<file path="config.mk">
export PLATFORM = sky130hd
export DESIGN_NAME = hazard_forward_unit
export DESIGN_NICKNAME = d
export VERILOG_FILES = /design/src/rtl/hazard_pkg.sv /design/src/rtl/hazard_scoreboard.sv /design/src/rtl/hazard_forward_unit.sv
export SDC_FILE = /design/constraint.sdc
export NUM_CORES = 1
export LEC_CHECK = 0
export CAP_MARGIN = 0
export CELL_PAD_IN_SITES_DETAIL_PLACEMENT = 2
export CELL_PAD_IN_SITES_GLOBAL_PLACEMENT = 2
export CORE_ASPECT_RATIO = 1.25
export CORE_MARGIN = 2
export CORE_UTILIZATION = 24
export CTS_CLUSTER_DIAMETER = 60
export CTS_CLUSTER_SIZE = 30
export DETAILED_ROUTE_END_ITERATION = 10
export PLACE_DENSITY = 0.95
export SYNTH_ARGS = -nofsm -noshare
export SYNTH_HDL_FRONTEND = slang
export SYNTH_HIERARCHICAL = 1
export SYNTH_SLANG_ARGS = --single-unit
</file>
<file path="constraint.sdc">
create_clock -name clk -period 8.3 [get_ports clk]
set_clock_uncertainty 0.15 [all_clocks]
set_input_delay 1.245 -clock clk [delete_from_list [all_inputs] [get_ports clk]]
set_output_delay 1.245 -clock clk [all_outputs]
set_load 0.03 [all_outputs]
</file>
<file path="src/rtl/hazard_pkg.sv">
// hazard_pkg
// Shared types and instruction field positions for the hazard / forwarding
// unit and its scoreboard.
//   fwd_sel_e  : per-source forwarding select (register file, WB, MEM)
//   hz_state_e : load-use stall FSM states
//   *_LSB      : bit positions of rd and the source register fields
package hazard_pkg;

    typedef enum logic [1:0] {
        FWD_REG = 2'b00,
        FWD_WB  = 2'b01,
        FWD_MEM = 2'b10
    } fwd_sel_e;

    typedef enum logic {
        IDLE   = 1'b0,
        LSTALL = 1'b1
    } hz_state_e;

    localparam int RD_LSB   = 7;
    localparam int SRC0_LSB = 15;
    localparam int SRC1_LSB = 20;
    localparam int SRC2_LSB = 27;

    // Bit position of source field idx inside a 32-bit instruction.
    function automatic int src_lsb(input int idx);
        case (idx)
            0:       return SRC0_LSB;
            1:       return SRC1_LSB;
            default: return SRC2_LSB;
        endcase
    endfunction

endpackage

</file>
<file path="src/rtl/hazard_scoreboard.sv">
// hazard_scoreboard
// One pending bit per architectural register for long-latency results.
// Ports:
//   clk, rst        : clock, synchronous active-high reset (clears all bits)
//   set_en/set_addr : mark a register pending (wins over a same-cycle clear)
//   clr_en/clr_addr : retire a pending register
//   rd_addr         : NUM_RD lookup addresses, read combinationally
//   rd_hit          : pending bit for each lookup (register 0 never hits)
//   sb_busy         : at least one pending bit set (registered view)
module hazard_scoreboard
    import hazard_pkg::*;
#(
    parameter int REG_AW = 5,
    parameter int NUM_RD = 3
) (
    input  logic                           clk,
    input  logic                           rst,
    input  logic                           set_en,
    input  logic [REG_AW-1:0]              set_addr,
    input  logic                           clr_en,
    input  logic [REG_AW-1:0]              clr_addr,
    input  logic [NUM_RD-1:0][REG_AW-1:0]  rd_addr,
    output logic [NUM_RD-1:0]              rd_hit,
    output logic                           sb_busy
);

    localparam int DEPTH = 2 ** REG_AW;

    logic [DEPTH-1:0] pending_reg;
    logic [DEPTH-1:0] pending_next;

    // Clear first so a same-cycle set of the same register wins.
    // Register 0 is hard-wired and is never tracked.
    always_comb begin
        pending_next = pending_reg;
        if (clr_en && (clr_addr != '0)) begin
            pending_next[clr_addr] = 1'b0;
        end
        if (set_en && (set_addr != '0)) begin
            pending_next[set_addr] = 1'b1;
        end
    end

    always_ff @(posedge clk) begin
        if (rst) begin
            pending_reg <= '0;
        end else begin
            pending_reg <= pending_next;
        end
    end

    genvar gi;
    generate
        for (gi = 0; gi < NUM_RD; gi++) begin : g_lookup
            assign rd_hit[gi] = (rd_addr[gi] != '0) && pending_reg[rd_addr[gi]];
        end
    endgenerate

    assign sb_busy = |pending_reg;

endmodule

</file>
<file path="src/rtl/hazard_forward_unit.sv">
// hazard_forward_unit
// EX-stage forwarding selects, load-use stall FSM and long-latency
// scoreboard interlock.
// Ports:
//   clk, rst                 : clock, synchronous active-high reset
//   id/ex/mem/wb_inst        : instructions in each pipeline stage
//   ex_memread               : EX instruction is a load
//   mem_regwrite/wb_regwrite : MEM / WB instruction writes its rd
//   lld_issue                : long-latency op issues from EX (rd = ex rd)
//   lld_done, lld_rd         : long-latency result retires to lld_rd
//   forward                  : 2 bits per source, 10=MEM, 01=WB, 00=regfile
//   stall, flush_ex          : hold PC/IF-ID and bubble ID/EX (identical)
//   sb_busy                  : some long-latency result still outstanding
module hazard_forward_unit
    import hazard_pkg::*;
#(
    parameter int REG_AW   = 5,
    parameter int NUM_SRC  = 2,
    parameter int LOAD_LAT = 1
) (
    input  logic                   clk,
    input  logic                   rst,
    input  logic [31:0]            id_inst,
    input  logic [31:0]            ex_inst,
    input  logic                   ex_memread,
    input  logic [31:0]            mem_inst,
    input  logic                   mem_regwrite,
    input  logic [31:0]            wb_inst,
    input  logic                   wb_regwrite,
    input  logic                   lld_issue,
    input  logic                   lld_done,
    input  logic [REG_AW-1:0]      lld_rd,
    output logic [2*NUM_SRC-1:0]   forward,
    output logic                   stall,
    output logic                   flush_ex,
    output logic                   sb_busy
);

    localparam logic [3:0] LAT_M1 = 4'(LOAD_LAT - 1);

    logic [REG_AW-1:0] id_rd;
    logic [REG_AW-1:0] ex_rd;
    logic [REG_AW-1:0] mem_rd;
    logic [REG_AW-1:0] wb_rd;

    assign id_rd  = id_inst[RD_LSB +: REG_AW];
    assign ex_rd  = ex_inst[RD_LSB +: REG_AW];
    assign mem_rd = mem_inst[RD_LSB +: REG_AW];
    assign wb_rd  = wb_inst[RD_LSB +: REG_AW];

    // Opcode and funct bits are deliberately not decoded.
    logic unused_inst_bits;
    assign unused_inst_bits = ^{id_inst, ex_inst, mem_inst, wb_inst};

    logic [2*NUM_SRC-1:0]              fwd_raw;
    logic [NUM_SRC-1:0]                lu_match;
    logic [NUM_SRC:0][REG_AW-1:0]      sb_addr;
    logic [NUM_SRC:0]                  sb_hit;

    // Per-source forwarding comparators and ID-source hazard compares.
    genvar gi;
    generate
        for (gi = 0; gi < NUM_SRC; gi++) begin : g_src
            localparam int LSB = src_lsb(gi);
            logic [REG_AW-1:0] ex_src;
            logic [REG_AW-1:0] id_src;
            fwd_sel_e          sel;

            assign ex_src = ex_inst[LSB +: REG_AW];
            assign id_src = id_inst[LSB +: REG_AW];

            // MEM holds the younger result, so it beats WB.
            always_comb begin
                sel = FWD_REG;
                if (mem_regwrite && (mem_rd != '0) && (mem_rd == ex_src)) begin
                    sel = FWD_MEM;
                end else if (wb_regwrite && (wb_rd != '0) && (wb_rd == ex_src)) begin
                    sel = FWD_WB;
                end
            end

            assign fwd_raw[2*gi +: 2] = sel;
            assign lu_match[gi]       = (id_src == ex_rd);
            assign sb_addr[gi]        = id_src;
        end
    endgenerate

    // The ID destination is also checked so a WAW against a pending
    // long-latency write cannot overtake it.
    assign sb_addr[NUM_SRC] = id_rd;

    logic lu_haz;
    logic sb_haz;
    logic sb_set;

    assign lu_haz = ex_memread && (ex_rd != '0) && (|lu_match);
    assign sb_haz = |sb_hit;

    // A flushed EX slot is a bubble, so its issue must not be recorded.
    assign sb_set = lld_issue && !flush_ex;

    hazard_scoreboard #(
        .REG_AW (REG_AW),
        .NUM_RD (NUM_SRC + 1)
    ) u_scoreboard (
        .clk      (clk),
        .rst      (rst),
        .set_en   (sb_set),
        .set_addr (ex_rd),
        .clr_en   (lld_done),
        .clr_addr (lld_rd),
        .rd_addr  (sb_addr),
        .rd_hit   (sb_hit),
        .sb_busy  (sb_busy)
    );

    // Load-use stall FSM. The IDLE cycle that detects the hazard is the
    // first stall cycle; LSTALL supplies the remaining LOAD_LAT-1.
    hz_state_e  state_reg;
    hz_state_e  state_next;
    logic [3:0] cnt_reg;
    logic [3:0] cnt_next;
    logic       stall_fsm;

    always_ff @(posedge clk) begin
        if (rst) begin
            state_reg <= IDLE;
            cnt_reg   <= '0;
        end else begin
            state_reg <= state_next;
            cnt_reg   <= cnt_next;
        end
    end

    always_comb begin
        state_next = state_reg;
        cnt_next   = cnt_reg;
        stall_fsm  = 1'b0;
        case (state_reg)
            IDLE: begin
                stall_fsm = lu_haz || sb_haz;
                cnt_next  = '0;
                if (lu_haz && (LOAD_LAT > 1)) begin
                    state_next = LSTALL;
                    cnt_next   = LAT_M1;
                end
            end
            LSTALL: begin
                stall_fsm = 1'b1;
                cnt_next  = cnt_reg - 4'd1;
                if (cnt_reg == 4'd1) begin
                    state_next = IDLE;
                end
            end
            default: begin
                state_next = IDLE;
                cnt_next   = '0;
            end
        endcase
    end

    assign stall    = !rst && stall_fsm;
    assign flush_ex = stall;
    assign forward  = rst ? '0 : fwd_raw;

endmodule

</file>
==> results of run 1 <==
## cell usage in the layout (no fill, tap or decap), types with 3 or more instances in the layout
cell and instances:
or4_1 4, mux4_2 11, nor2_1 16, nor3_1 5
dfxtp_1 37, a21oi_1 35, mux4_1 9, xor2_1 8
nand3_1 12, nand2_1 45, clkdlybuf4s50_1 58, o21ai_0 33
nand4_1 5, mux2i_1 7, nand3b_1 5, inv_1 3
mux2_2 6, clkbuf_16 5, nor2b_1 9, xnor2_1 24
nand2b_1 11, nor4_1 12
## per-layer routing
metal | vias up | routed length (um) | GRT usage
li1 | 1332 | - | -
met2 | 69 | 6670 | 0.365
met3 | 19 | 349 | 0.0248
met4 | 0 | 328 | 0.0659
met5 | - | 0 | 0
met1 | 1476 | 4310 | 0.201
## metrics by stage
stage | cells | power [mW] | area, um2
after global routing | 545 | 0.536 | 3740
after floorplan | 334 | 0.242 | 2880
after detailed placement | 537 | 0.294 | 3570
final | 545 | 0.515 | 3740
after global placement | 537 | 0.289 | 3570
after CTS | 545 | 0.519 | 3740
## cell type report
| type | count | area (um2) |
|---|---|---|
| multi-input combinational | 277 | 2020 |
| fill | 1353 | 7930 |
| clock inverter | 2 | 37.5 |
| inverter | 3 | 11.3 |
| tap | 161 | 201 |
| clock buffer | 6 | 139 |
| timing repair buffer | 59 | 588 |
| sequential | 37 | 741 |
## logic make-up after synthesis
| kind of cell | count (synthesis) |
|---|---|
| flip-flops | 37 |
| AND/OR/NAND/NOR | 129 |
| adder cells (fa/ha/maj) | 2 |
| buffers and inverters | 20 |
| XOR/XNOR | 32 |
| multiplexers | 33 |
| AO/OA/AOI/OAI | 81 |
## critical path, delay by kind of cell
family                 cells  cell delay (ps)
buffers and inverters      2             1460
and+or+nand+nor            2              520
AOI/OAI and AO/OA          2              310
muxes                      2              840
## final timing paths
kind / start / to / slack, ps / cells after the start
max reg2reg: u_scoreboard/pending_reg[27] / u_scoreboard/pending_reg[29] / 4960 / 11
max: id_inst[16] / stall / 2520 / 8
min: u_scoreboard/pending_reg[0] / u_scoreboard/pending_reg[0] / 320 / 1
min reg2reg: u_scoreboard/pending_reg[0] / u_scoreboard/pending_reg[0] / 320 / 1
## report_power, final
group / switching (mW) / internal, mW
Clock: 0.0745 / 0.150
Combinational: 0.0569 / 0.0513
Sequential: 0.00310 / 0.179
Total: 0.135 / 0.381
==> key figures, run 1 <==
Placed design
  – Detailed placement HPWL: 9170 um
  – Routability Congestion: 0.851
  – PortBufs: 58
  – Setup WS pre-CTS: roughly 2500 ps

Logic synthesis
  – Seq/Total Area, Yosys: 0.257
  – Yosys cell types: 40
  – Post-Syn Instances: 334
  – Post-synth EDFFs: 0
  – Top cells by count, synth: nand2_1, dfxtp_1, a21oi_1
  – Largest cells by area after synthesis: dfxtp_1, mux4_2, mux4_1, xnor2_1, a21oi_1
  – Main synth FF type: dfxtp_1
  – Yosys top cell by area: dfxtp_1
  – Mux contribution to synthesized area: 0.216
  – Ys Warns: 6
  – Cell Area, Synth: ~0.0029 mm2
  – Main combinational cell family by area after synthesis: simple AND/OR/NAND/NOR gates
  – Most common cell in the synthesized netlist: nand2_1
  – XOR/XNOR share of the synthesized area: 0.0973
  – Asr flop ratio synth: 0
  – Synthesized area per cell: roughly 8.6 um2
  – Compound-gate portion of the synthesized area: 0.154
  – Syn_nets: 476
  – Adder-cell share of the synthesized area: 0.00869
  – Synth Register Bits: 37
  – Synth top area share: 0.257
  – Simple-gate share of the synthesized area: 0.227

Final layout
  – Synth-to-Final Area Change: 30.0%
  – Ant. Diodes: 0
  – Fin util: 0.321
  – Nets: 525
  – Max reg flops: 32
  – Ratio of cells with drive above 1 in the final layout: 0.0807

Power
  – P_leak: 1.24 nW
  – Worst-case vdd ir drop: 82.8 uV
  – Power density over cell area: 138 mW/mm2

STA
  – Final setup vio count: 0
  – Slew Limit Fails: 0
  – Fmax: roughly 170 MHz
  – Period Utilization, post-route: 0.697
  – Fin Hold WS: 325 ps
  – Final setup margin: 2520 ps
  – Tmin final: 5780 ps
  – Slew headroom: 0.534
  – Tightest Pin Transition: 697 ps
  – Hold Fails Final Rpt: 0
  – RSZ-0062 raised after global routing: no
  – Setup_tns: 0 ps

Clocking
  – Clock root buffer master: clkbuf_16
  – CTS tree: yes
  – Clk buf depth: 2
  – Worst-Skew Late Latency: 280 ps
  – Post_cts resized: 0
  – CTS sink cnt: 37
  – Clock-pin slew on the worst setup and hold paths: 60 ps
  – Cts hold-fix bufs: 0
  – Inserted Clock Buffers: 5
  – Setup repair bufs after CTS: 0
  – Htree depth: 2

Route
  – DR WL/cell: 21.4 um
  – Vias per cell: 5.31
  – DR DRC count: 0
  – Via count: 2896
  – Routed WL: 11700 um
  – Antenna viol nets, final: 0
  – DRT iter0 DRCs: 193
  – Pre-Repair DR Iteration Count: 4

Critical path
  – Crit-path most repeated cell: clkdlybuf4s50_1
  – CP Cell Sequence: clkdlybuf4s50_1 -> mux4_2 -> mux2i_1 -> o22a_1 -> nand3_1 -> nor4_1 -> o2bb2ai_1 -> clkdlybuf4s50_1
  – Worst setup EP type: output pin
  – WP data arrival: 4390 ps
  – Data required, critical path: between 6000 and 7000 ps
  – Slowest cell on crit path: clkdlybuf4s50_1
  – Max FO, Critical Path: 11
  – Crit path kind: input port to output pin
  – Startpoint Class: input port
  – Critical Path Max Stage Delay: 840 ps

Global route
  – Grt ovf: 0
  – Largest net degree at the start of global routing: 40
  – Vias in the first global route: roughly 3300
  – Total GRT Usage: 0.188
  – Initial antenna violation count: 0
  – First-pass GRT wire length: 18400 um

Die
  – Rows: 44
  – Die Wd: just over 100 um
  – # IOs: about 150
  – DIE HEIGHT: 126 um
  – Die area: 0.0129 mm2
  – Starting Density: 0.247
  – Core Footprint: 0.0117 mm2

Worst hold path
  – Hold WC Path Type: flop to flop

Outcome
  – Status: completed

Job
  – Max Cap Viol: 0
Power figures use the tool's default switching activity.
==> run 2: changes to the inputs <==
--- a/config.mk
+++ b/config.mk
@@ -10,11 +10,11 @@
 export CELL_PAD_IN_SITES_GLOBAL_PLACEMENT = 2
 export CORE_ASPECT_RATIO = 1.25
 export CORE_MARGIN = 2
-export CORE_UTILIZATION = 24
+export CORE_UTILIZATION = 22
 export CTS_CLUSTER_DIAMETER = 60
 export CTS_CLUSTER_SIZE = 30
 export DETAILED_ROUTE_END_ITERATION = 10
-export PLACE_DENSITY = 0.95
+export PLACE_DENSITY = 0.91
 export SYNTH_ARGS = -nofsm -noshare
 export SYNTH_HDL_FRONTEND = slang
 export SYNTH_HIERARCHICAL = 1
==> constraint.sdc (replaced) <==
create_clock -name clk -period 5.8 [get_ports clk]
set_clock_uncertainty 0.15 [all_clocks]
set_input_delay 0.87 -clock clk [delete_from_list [all_inputs] [get_ports clk]]
set_output_delay 0.87 -clock clk [all_outputs]
set_load 0.03 [all_outputs]
==> key figures, run 2 (synthesized netlist as in run 1, its figures left out) <==
Clocking
  – Cts hold-fix bufs: 0
  – Clock-pin slew on the worst setup and hold paths: around 60 ps
  – CTS sink cnt: 37
  – Post_cts resized: 0
  – Setup repair bufs after CTS: 0
  – Worst-Skew Late Latency: about 290 ps
  – Inserted Clock Buffers: 5
  – CTS tree: yes
  – Clock root buffer master: clkbuf_16
  – Clk buf depth: 2
  – Htree depth: 2

STA
  – Tightest Pin Transition: 753 ps
  – Slew Limit Fails: 0
  – Slew headroom: 0.497
  – Final setup vio count: 0
  – Final setup margin: slightly below 600 ps
  – Period Utilization, post-route: 0.897
  – RSZ-0062 raised after global routing: no
  – Setup_tns: 0 ps
  – Fmax: 192 MHz
  – Hold Fails Final Rpt: 0
  – Tmin final: 5210 ps

Global route
  – First-pass GRT wire length: 19400 um
  – Initial antenna violation count: 0
  – Vias in the first global route: 3398
  – Total GRT Usage: 0.180
  – Grt ovf: 0
  – Largest net degree at the start of global routing: 40

Die
  – DIE HEIGHT: 132 um
  – # IOs: 147
  – Core Footprint: 0.0127 mm2
  – Die Wd: 106 um
  – Starting Density: 0.226
  – Rows: 46
  – Die area: between 0.01 and 0.015 mm2

Final layout
  – Most frequent cells in the layout: clkdlybuf4s50_1, nand2_1, dfxtp_1
  – Synth-to-Final Area Change: 30.4%
  – Fillcell total: 1430
  – Ant. Diodes: 0
  – Ratio of cells with drive above 1 in the final layout: 0.0831
  – Storage cell area: 741 um2
  – Area of the multi-input gates: around 0.0020 mm2
  – Final std cells w/o fill: 553
  – Most common cell after layout, fill and taps aside: clkdlybuf4s50_1
  – Nets: 526
  – Max reg flops: 32

Power
  – Power density over cell area: 198 mW/mm2
  – Worst-case vdd ir drop: between 100 and 150 uV
  – P_leak: 1.24 nW

Placed design
  – Setup WS pre-CTS: 617 ps
  – Detailed placement HPWL: 9350 um
  – Cells after DPL: 545
  – Routability Congestion: 0.808
  – PortBufs: 58

Critical path
  – Reg2reg start: u_scoreboard/pending_reg[21]
  – Worst setup EP type: output pin
  – WP data arrival: 4190 ps
  – Crit path kind: input port to output pin
  – Crit-path most repeated cell: clkdlybuf4s50_1
  – R2r worst-path depth: 11
  – Startpoint Class: input port
  – Critical path origin: id_inst[16]
  – CP Cell Sequence: clkdlybuf4s50_1 -> mux4_2 -> mux2i_1 -> o22a_1 -> nand3_1 -> nor4_1 -> o2bb2ai_1 -> clkdlybuf4s50_1
  – Critical Path Max Stage Delay: 860 ps
  – Data required, critical path: 4780 ps
  – WP buf/inv: 2
  – Crit-path leading delay family: buffers and inverters
  – Max FO, Critical Path: 11
  – Levels on crit path: 8
  – Slowest cell on crit path: clkdlybuf4s50_1

Worst hold path
  – Hold WC Path Type: flop to flop
  – Hold Path Depth: 1
  – HP Start: cnt_reg[0]

Route
  – DR WL/cell: 22.6 um
  – Antenna viol nets, final: 0
  – Via count: 2998
  – Pre-Repair DR Iteration Count: 4
  – Vias per cell: 5.42
  – DR DRC count: 0
  – Routed WL: ~13000 um
  – DRT iter0 DRCs: 204

Outcome
  – Status: completed

Job
  – Max Cap Viol: 0
[run 2: changes by cell type in the layout (fill, tap and decap cells not counted)]
cell and change:
buf_4 +1, clkbuf_8 -1, clkinv_4 +1
[run 2: metrics by stage]
step	hold WS, ps	utilization	power [mW]	area, um2
2_1_floorplan	280	-	0.346	2880
3_3_place_gp	292	0.282	0.414	3580
3_5_place_dp	315	0.282	0.423	3580
4_1_cts	329	0.295	0.746	3750
5_1_grt	351	0.295	0.767	3750
6_report	319	0.295	0.743	3750
[run 2: area by class of cell]
cell class | count | area share
multi-input cells | 277 | 0.539
flip-flops and latches | 37 | 0.197
repair buffers | 60 | 0.159
well taps | 168 | 0.0560
clock buffers | 5 | 0.0333
clock inverters | 3 | 0.0123
inverters | 3 | 0.00300
[run 2: worst paths after layout]
kind	slack (ps)	endpoint
worst min register to register	320	cnt_reg[0]
worst max-delay path	590	stall
worst min-delay path	320	cnt_reg[0]
worst max register to register	2150	u_scoreboard/pending_reg[26]
[run 2: worst reg2reg max path, cell delays in order, from the launching register on]
cell,delay (ps)
dfxtp_1,370
mux4_1,550
mux2_2,300
nand3b_1,90
nand4_1,100
nor4_1,560
o21ai_0,170
a21oi_1,250
nand2_1,170
nor2_1,450
nand2_1,180
a21oi_1,210
[run 2: per-layer routing]
metal | vias to the layer above | track usage | part of all wire
met1 | 1539 | 0.195 | 0.39
met3 | 36 | 0.0247 | 0.030
met5 | - | 0 | 0
li1 | 1332 | - | -
met2 | 91 | 0.338 | 0.54
met4 | 0 | 0.0811 | 0.039
[run 2: power by group]
part / internal (mW) / switching, mW
clock network: 0.204 / 0.120
registers: 0.257 / 0.00445
logic: 0.0738 / 0.0847
==> run 3: changes to the inputs <==
--- a/config.mk
+++ b/config.mk
@@ -5,6 +5,7 @@
 export SDC_FILE = /design/constraint.sdc
 export NUM_CORES = 1
 export LEC_CHECK = 0
+export ABC_AREA = 1
 export CAP_MARGIN = 0
 export CELL_PAD_IN_SITES_DETAIL_PLACEMENT = 2
 export CELL_PAD_IN_SITES_GLOBAL_PLACEMENT = 2
@@ -17,5 +18,4 @@
 export PLACE_DENSITY = 0.91
 export SYNTH_ARGS = -nofsm -noshare
 export SYNTH_HDL_FRONTEND = slang
-export SYNTH_HIERARCHICAL = 1
 export SYNTH_SLANG_ARGS = --single-unit
==> key figures, run 3 <==
Outcome
  – Status: completed

Critical path
  – WP data arrival: 3740 ps
  – Data required, critical path: 4780 ps
  – Reg2reg start: u_scoreboard.pending_reg[21]
  – R2r worst-path depth: 16
  – RR Endpoint: u_scoreboard.pending_reg[28]
  – Crit path kind: input port to output pin
  – Worst setup EP type: output pin
  – Startpoint Class: input port
  – Register-to-register setup slack: 3440 ps
  – Max FO, Critical Path: 17

STA
  – Fmax: 210 MHz
  – Setup_tns: 0 ps
  – Tmin final: 4760 ps
  – Hold Fails Final Rpt: 0
  – Period Utilization, post-route: 0.821
  – RSZ-0062 raised after global routing: no
  – Slew Limit Fails: 0
  – Slew headroom: 0.287
  – Tightest Pin Transition: 1070 ps
  – Final setup margin: 1040 ps
  – Final setup vio count: 0

Logic synthesis
  – Main combinational cell family by area after synthesis: simple AND/OR/NAND/NOR gates
  – Synthesized area per cell: 6.15 um2
  – Yosys cell types: 36
  – Adder-cell share of the synthesized area: 0.00659
  – Most common cell in the synthesized netlist: nand2_1
  – Seq/Total Area, Yosys: 0.195
  – Compound-gate portion of the synthesized area: 0.144
  – Syn_nets: 759
  – Ys Warns: 0
  – Synth Register Bits: 37
  – Synth top area share: 0.195
  – Main synth FF type: dfxtp_1
  – Cell Area, Synth: 0.00379 mm2
  – Simple-gate share of the synthesized area: 0.469
  – Post-Syn Instances: 617
  – Largest cells by area after synthesis: dfxtp_1, nand2_1, nand3_1, nand3_2, inv_1
  – Mux contribution to synthesized area: 0
  – XOR/XNOR share of the synthesized area: 0.0415
  – Yosys top cell by area: dfxtp_1
  – Top cells by count, synth: nand2_1, nand3_1, inv_1
  – Post-synth EDFFs: 0
  – Asr flop ratio synth: 0

Power
  – Internal power: just over 500 uW
  – Clock power share: 0.360
  – Psw: approximately 250 uW
  – Reg power frac: 0.339
  – P_leak: roughly 1.9 nW
  – Worst-case vdd ir drop: 92.7 uV
  – Gate power share: 0.301
  – Power density over cell area: 167 mW/mm2
  – Switching Fraction: 0.331

Global route
  – Vias in the first global route: 4554
  – Grt ovf: 0
  – Initial antenna violation count: 0
  – Largest net degree at the start of global routing: 38
  – Total GRT Usage: 0.165
  – First-pass GRT wire length: 24100 um

Route
  – Pre-Repair DR Iteration Count: 5
  – DR DRC count: 0
  – DR WL/cell: 16.8 um
  – Antenna viol nets, final: 0
  – Routed WL: 14800 um
  – DRT iter0 DRCs: around 180
  – Vias per cell: 4.83
  – Via count: 4246

Die
  – Core Footprint: 0.0168 mm2
  – Starting Density: 0.225
  – DIE HEIGHT: around 150 um
  – Die area: 0.0183 mm2
  – Die Wd: 121 um
  – # IOs: between 100 and 150
  – Rows: 53

Clocking
  – Clock-pin slew on the worst setup and hold paths: 50 ps
  – CTS tree: yes
  – Clk buf depth: 2
  – Inserted Clock Buffers: 5
  – Worst-Skew Late Latency: 290 ps
  – Htree depth: 2
  – Cts hold-fix bufs: 0
  – CTS sink cnt: 37
  – Setup repair bufs after CTS: 0
  – Clock root buffer master: clkbuf_16
  – Post_cts resized: 0

Placed design
  – Detailed placement HPWL: approximately 12000 um
  – Setup WS pre-CTS: between 1000 and 1500 ps
  – Routability Congestion: 0.821
  – PortBufs: 58

Job
  – Max Cap Viol: 0

Final layout
  – Area of the multi-input gates: 0.00251 mm2
  – Synth-to-Final Area Change: 20.4%
  – Storage cell area: 741 um2
  – Fillcell total: 2111
  – Ant. Diodes: 0
  – Nets: 801
  – Most frequent cells in the layout: nand2_1, nand3_1, inv_1
  – Ratio of cells with drive above 1 in the final layout: 0.127
  – Max reg flops: 32
  – Most common cell after layout, fill and taps aside: nand2_1

Worst hold path
  – Hold WC Path Type: flop to flop
  – Min-Delay Endpoint: cnt_reg[0]
  – Hold Path Depth: 1
  – HP Start: cnt_reg[0]
-- run 3: cell types whose count changed in the layout (fill, tap and decap cells not counted), moves of 26 or more --
cell	before	now
nand3_2	0	30
nor2_1	16	52
inv_1	3	71
a21oi_1	35	9
nand2_1	45	184
nand3_1	12	79
a21oi_2	0	29
-- run 3: power groups by stage --
stage               Sequential, mW  Combinational, mW  Clock, mW
floorplan                    0.263              0.158          0
global placement             0.264              0.222          0
detailed placement           0.264              0.231          0
CTS                          0.258              0.232      0.278
global route                 0.258              0.253      0.288
finish                       0.258              0.230      0.275
-- run 3: worst max path at each step --
stage	start	to	slack [ps]	cells after the start
after floorplan	mem_inst[9]	forward[0]	2320	4
after global placement	id_inst[7]	stall	1040	16
after detailed placement	id_inst[7]	stall	1010	16
after CTS	id_inst[7]	stall	1000	16
after global routing	id_inst[7]	stall	810	16
final	id_inst[7]	stall	1040	16
-- run 3: worst max-delay path: stages --
cell and delay (ps):
clkdlybuf4s50_1 930, clkinv_4 280, nand2_1 150, nand3_1 80, nand2_1 80, nand2_1 50
nand2_1 60, clkinv_1 60, nand2_1 60, nand2_1 50, nand2_1 110, nor2_2 60
nand2_2 80, nand2_4 50, inv_1 90, clkdlybuf4s50_1 670
-- run 3: routing by layer --
metal | GRT usage | routed length [um] | vias up
met4 | 0.0529 | 344 | 0
li1 | - | - | 2085
met5 | 0 | 0 | -
met3 | 0.0158 | 330 | 17
met1 | 0.184 | 5970 | 2078
met2 | 0.324 | 8140 | 66
-- run 3: logic make-up (layout without fill, tap and decap cells) --
logic type / after synthesis / after routing
buffers and inverters: 104 / 146
xor gates and xnor gates: 18 / 18
and+or+nand+nor: 377 / 377
adders and majority gates: 2 / 2
AOI/OAI and AO/OA: 79 / 79
DFF: 37 / 37
-- run 3: cell type report --
| cell class | instances | area share |
|---|---|---|
| Tap cell | 220 | 0.0602 |
| Sequential cell | 37 | 0.162 |
| Multi-Input combinational cell | 476 | 0.549 |
| Inverter | 77 | 0.0654 |
| Timing Repair Buffer | 62 | 0.132 |
| Clock buffer | 7 | 0.0312 |
-- run 3: stage by stage --
step / area (um2) / hold slack (ps) / total power, mW / instances / utilization
floorplan: 3790 / 280 / 0.421 / 617 / -
global placement: 4430 / 300 / 0.485 / 872 / 0.263
detailed placement: 4430 / 319 / 0.494 / 872 / 0.263
CTS: 4570 / 334 / 0.769 / 879 / 0.271
global route: 4570 / 347 / 0.800 / 879 / 0.271
finish: 4570 / 329 / 0.763 / 879 / 0.271
